$ cat src/rtl/bus_router.sv
// bus_router: single-master to four-slave address router with an IDLE/ACTIVE/ERROR
// transfer FSM and a sticky fault recorder. The slave is selected by address[31:28].
// Optional feature: define BUS_ROUTER_TIMEOUT_EN to add a 16-bit ACTIVE-state
// watchdog that ends a stalled transfer with an error after TIMEOUT_CYCLES cycles.
module bus_router #(
    parameter logic [3:0]  S0_REGION      = 4'h0,
    parameter logic [3:0]  S1_REGION      = 4'h1,
    parameter logic [3:0]  S2_REGION      = 4'h2,
    parameter logic [3:0]  S3_REGION      = 4'h5,
    parameter logic [15:0] TIMEOUT_CYCLES = 16'd255
) (
    input  logic         i_clock,
    input  logic         i_reset_n,
    input  logic         i_bus_rw,
    input  logic         i_bus_request,
    output logic         o_bus_ready,
    input  logic [31:0]  i_bus_address,
    output logic [31:0]  o_bus_rdata,
    input  logic [31:0]  i_bus_wdata,
    output logic         o_bus_error,
    output logic         o_s_rw,
    output logic [31:0]  o_s_address,
    output logic [31:0]  o_s_wdata,
    output logic [3:0]   o_s_request,
    input  logic [3:0]   i_s_ready,
    input  logic [127:0] i_s_rdata,
    output logic         o_fault,
    output logic [31:0]  o_fault_address,
    input  logic         i_fault_clear
);

    typedef enum logic [1:0] {IDLE, ACTIVE, ERROR} state_t;

    state_t      state, state_next;
    logic [3:0]  request_next;
    logic [3:0]  decode;
    logic [31:0] sel_rdata;
    logic        hit;
    logic        timeout;
    logic        fault_event;

    // The slave side sees the master's command fields directly.
    assign o_s_rw      = i_bus_rw;
    assign o_s_address = i_bus_address;
    assign o_s_wdata   = i_bus_wdata;

    // Region decode; the if/else chain makes the lowest slave index win on overlap.
    always_comb begin
        decode = 4'b0000;
        if      (i_bus_address[31:28] == S0_REGION) decode = 4'b0001;
        else if (i_bus_address[31:28] == S1_REGION) decode = 4'b0010;
        else if (i_bus_address[31:28] == S2_REGION) decode = 4'b0100;
        else if (i_bus_address[31:28] == S3_REGION) decode = 4'b1000;
    end

    // Only the registered select may steer ready and read data back to the master.
    always_comb begin
        sel_rdata = 32'h0;
        for (int i = 0; i < 4; i++) begin
            if (o_s_request[i]) sel_rdata = sel_rdata | i_s_rdata[32*i +: 32];
        end
    end

    assign hit = (state == ACTIVE) && |(i_s_ready & o_s_request);

`ifdef BUS_ROUTER_TIMEOUT_EN
    logic [15:0] wd_count;

    // Watchdog: held at zero outside ACTIVE, counts ACTIVE cycles that see no ready.
    always_ff @(posedge i_clock or negedge i_reset_n) begin
        if (!i_reset_n)          wd_count <= 16'd0;
        else if (state != ACTIVE) wd_count <= 16'd0;
        else if (!hit)            wd_count <= wd_count + 16'd1;
    end

    assign timeout = (state == ACTIVE) && !hit && (wd_count == TIMEOUT_CYCLES);
`else
    logic unused_timeout;
    assign unused_timeout = ^TIMEOUT_CYCLES;
    assign timeout        = 1'b0;
`endif

    // Next-state and master-side response logic.
    always_comb begin
        // NOTE: every output of this block gets a default first so no path infers a latch.
        state_next   = state;
        request_next = o_s_request;
        fault_event  = 1'b0;
        o_bus_ready  = 1'b0;
        o_bus_error  = 1'b0;
        o_bus_rdata  = 32'h0;
        unique case (state)
            IDLE: begin
                if (i_bus_request) begin
                    if (|decode) begin
                        state_next   = ACTIVE;
                        request_next = decode;
                    end else begin
                        state_next  = ERROR;
                        fault_event = 1'b1;
                    end
                end
            end
            ACTIVE: begin
                if (!i_bus_request) begin
                    // Master withdrew: abort silently.
                    state_next   = IDLE;
                    request_next = 4'b0000;
                end else if (hit) begin
                    o_bus_ready  = 1'b1;
                    o_bus_rdata  = sel_rdata;
                    state_next   = IDLE;
                    request_next = 4'b0000;
                end else if (timeout) begin
                    o_bus_ready  = 1'b1;
                    o_bus_error  = 1'b1;
                    fault_event  = 1'b1;
                    state_next   = IDLE;
                    request_next = 4'b0000;
                end
            end
            ERROR: begin
                o_bus_ready = 1'b1;
                o_bus_error = 1'b1;
                state_next  = IDLE;
            end
            default: begin
                state_next   = IDLE;
                request_next = 4'b0000;
            end
        endcase
    end

    // State and slave select registers.
    always_ff @(posedge i_clock or negedge i_reset_n) begin
        // NOTE: sequential state uses non-blocking assignments so all registers update together.
        if (!i_reset_n) begin
            state       <= IDLE;
            o_s_request <= 4'b0000;
        end else begin
            state       <= state_next;
            o_s_request <= request_next;
        end
    end

    // Sticky fault recorder: a new fault wins over a simultaneous clear.
    always_ff @(posedge i_clock or negedge i_reset_n) begin
        if (!i_reset_n) begin
            o_fault         <= 1'b0;
            o_fault_address <= 32'h0;
        end else if (fault_event && (!o_fault || i_fault_clear)) begin
            o_fault         <= 1'b1;
            o_fault_address <= i_bus_address;
        end else if (i_fault_clear) begin
            o_fault         <= 1'b0;
        end
    end

endmodule

$ cat config.mk
export PLATFORM = sky130hd
export DESIGN_NAME = bus_router
export DESIGN_NICKNAME = d
export VERILOG_FILES = /design/src/rtl/bus_router.sv
export SDC_FILE = /design/constraint.sdc
export NUM_CORES = 1
export LEC_CHECK = 0
export CAP_MARGIN = 5
export CORE_AREA = 2 2 130 132
export DETAILED_ROUTE_END_ITERATION = 7
export DIE_AREA = 0 0 132 134
export PLACE_DENSITY = 0.55
export SETUP_SLACK_MARGIN = 0.5
export SYNTH_ARGS = -nofsm -noshare
export SYNTH_HDL_FRONTEND = slang
export SYNTH_SLANG_ARGS = --single-unit
export TNS_END_PERCENT = 100
$ cat constraint.sdc
create_clock -name i_clock -period 2.8 [get_ports i_clock]
set_clock_uncertainty 0.2 [all_clocks]
set_input_delay 0.84 -clock i_clock [delete_from_list [all_inputs] [get_ports i_clock]]
set_output_delay 0.84 -clock i_clock [all_outputs]
set_load 0.05 [all_outputs]
==> results.cfg <==
[yosys]
synth_top_family_by_area = compound AO/OA/AOI/OAI gates
yosysWarnings = 0
synth_xor_area_frac = 0
syn_area_mm2 = 0.00288
avgSynthCellArea_um2 = 9.91
seq_area_frac_synth = 0.339
synthMuxAreaShare = 0.150
synth_compound_area_frac = 0.242
yosys.area_share.simple = 0.0418
ys_seq_elements = 39
syn_inst = 290
syn_nets = 494
synthAdderAreaFrac = 0.0131
synth.distinct_cells = 26

[sta]
max_slew.worst_pin.slew_ns = 0.524
worst_slack_ns = -0.0824
rsz0062_at_grt = true
fin_crit_ns = 2.88
setup_viol = 33
hold_viol_final = 0
fmax_mhz = 347
setup_tns_ns = -1.79
slew_viol_final = 0
slew_headroom = 0.652
period_share = 1.03

[placed_design]
port_buffers = 270
dp.cells = 728
routabilityCongestion = 0.837
hpwl_um = 11800

[critical_path]
cp_max_fo = 1
critical_path_class = in -> out
cp-start-kind = input pin
crit_arrival_ns = 1.84
end_kind = output pin
rrSetupSlack_ns = 0.90
cp.required_ns = 1.76

[floorplan]
die_y_um = 134
core_mm2 = 0.0163
die_x_um = 132
io_pins = 337
initial_utilization = 0.177
std_cell_rows = 47
die_area_mm2 = 0.0177

[route]
routed_via_density = 4.40
vias = 3279
drt_iter0_markers = 89
drc = 0
ant_nets = 0
drt-wirelength-per-cell_um = 19.3
wl_um = 14400
dr.pass1.iters = 4

[worst_hold_path]
hold_class = in -> async

[global_routing]
grt_usage = 0.153
grt_pass1_vias = 3533
antenna_found_initial = 0
grt_first_pass_wirelength_um = 21100
grt-ovfl-total = 0
grt_max_degree = 35

[run_status]
status = complete, but fails checks
violations = setup timing

[clock_tree]
clock-sinks = 39
root_buffer = clkbuf_16
htreeDepth = 2
cts_tree = yes
clk_latency_ns = 0.28
cts_buffer_depth = 2
clk_pin_slew_ns = 0.06
cts_buffers = 5

[finish]
multi_input_area_mm2 = 0.00172
regArea_um2 = 981
fillerInstances = 1534
syn2layout_area_growth_pct = 143
final_cell_mix = clkdlybuf4s50_1 (119), buf_12 (76), a22oi_1 (57), dlygate4sd2_1 (41), dfrtp_1 (35)
final_cell_count_no_fill = 745
nets = 728
final_common_cell = clkdlybuf4s50_1
drive_gt1_frac = 0.421
diodes = 0

[pwr]
power_per_cell_area_mw_per_mm2 = 602
peakVddDrop_mv = 0.537
total_leakage_power_nw = 2.64

[flow_run]
drv_cap = 0
## state kept, by name, indices dropped and copies added, names as in the netlist
register,count
o_fault_address,32
o_s_request,4
state,2
o_fault,1
## repair_timing
| action | CTS | global route |
|---|---|---|
| setup buffers | 5 | 1 |
| cloned | 2 | 1 |
| pin swaps | 14 | 5 |
| endpoints found under the setup margin | 134 | 39 |
| gates resized for setup | 148 | 8 |
| endpoints found under the hold margin | 0 | 0 |
| hold buffers | 0 | 0 |
## metrics by stage
step	total power, mW	utilization	hold slack (ns)	setup slack [ns]	cell area [µm²]
2_1_floorplan	2.75	-	0.281	0.0937	3320
3_3_place_gp	3.74	0.409	0.288	-0.424	6670
3_5_place_dp	3.77	0.409	0.294	-0.437	6670
4_1_cts	4.23	0.425	0.254	-0.108	6920
5_1_grt	4.39	0.428	0.264	-0.124	6970
6_report	4.20	0.428	0.245	-0.0824	6970
## routing by layer
metal | part of all wire | vias to the layer above | GRT usage
met3 | 0.11 | 28 | 0.0646
met5 | 0 | - | 0.00556
met4 | 0.035 | 0 | 0.0598
met1 | 0.32 | 1543 | 0.146
met2 | 0.53 | 223 | 0.288
li1 | - | 1485 | -
## kinds of logic (layout without fill, tap and decap cells)
kind of cell / after synthesis / count (layout)
AO/OA/AOI/OAI: 103 / 103
multiplexers: 37 / 37
buffers and inverters: 91 / 326
adder cells (fa/ha/maj): 3 / 3
flip-flops: 39 / 39
AND/OR/NAND/NOR: 17 / 17
## layout make-up
type                       count  area share
multi-input combinational    160       0.247
tap                          220      0.0395
clock inverter                 1     0.00108
timing repair buffer         314       0.547
clock buffer                   7      0.0219
inverter                       4     0.00215
sequential                    39       0.141
## cell usage after synthesis, drive strengths merged
cell type | instances | area (µm²)
a22oi | 66 | 495
nand3b | 1 | 7.51
buf | 72 | 544
and3b | 1 | 8.76
inv | 4 | 15.0
nand4 | 1 | 21.3
and4b | 1 | 10.0
nand2 | 3 | 11.3
dfrtp | 39 | 976
ha | 3 | 37.5
clkbuf | 15 | 56.3
nand3 | 3 | 15.0
nor4 | 1 | 6.26
o22ai | 1 | 6.26
a21boi | 1 | 7.51
nor2 | 1 | 3.75
nor4b | 2 | 17.5
mux2 | 36 | 420
a211o | 1 | 8.76
o2bb2ai | 2 | 17.5
nand2b | 3 | 18.8
a21oi | 32 | 160
mux2i | 1 | 10.0
## where the power goes
group,leakage (nW),total [mW],internal [mW],switching [mW]
Clock,0.0761,0.604,0.379,0.225
Combinational,2.10,2.64,0.997,1.64
Sequential,0.462,0.954,0.821,0.134
## critical path, cell delays in order
cell and delay (ns):
clkdlybuf4s50_1 0.48, a22oi_2 0.09, buf_4 0.15, a21oi_4 0.13, buf_12 0.15
## path summary, 6_finish.rpt
path,startpoint,endpoint,cells after the start
worst max-delay path,i_s_rdata[38],o_bus_rdata[6],5
worst min-delay path,i_reset_n,o_fault_address[20]$_DFFE_PN0P_,1
worst max register to register,state[1]$_DFFE_PN0P_,o_s_request[3]$_DFFE_PN0P_,6
worst min register to register,o_fault_address[31]$_DFFE_PN0P_,o_fault_address[31]$_DFFE_PN0P_,1
max in group asynchronous,i_reset_n,o_fault_address[18]$_DFFE_PN0P_,2
min in group i_clock,o_fault_address[31]$_DFFE_PN0P_,o_fault_address[31]$_DFFE_PN0P_,1
Note: power is estimated with default switching activity, not from simulation.
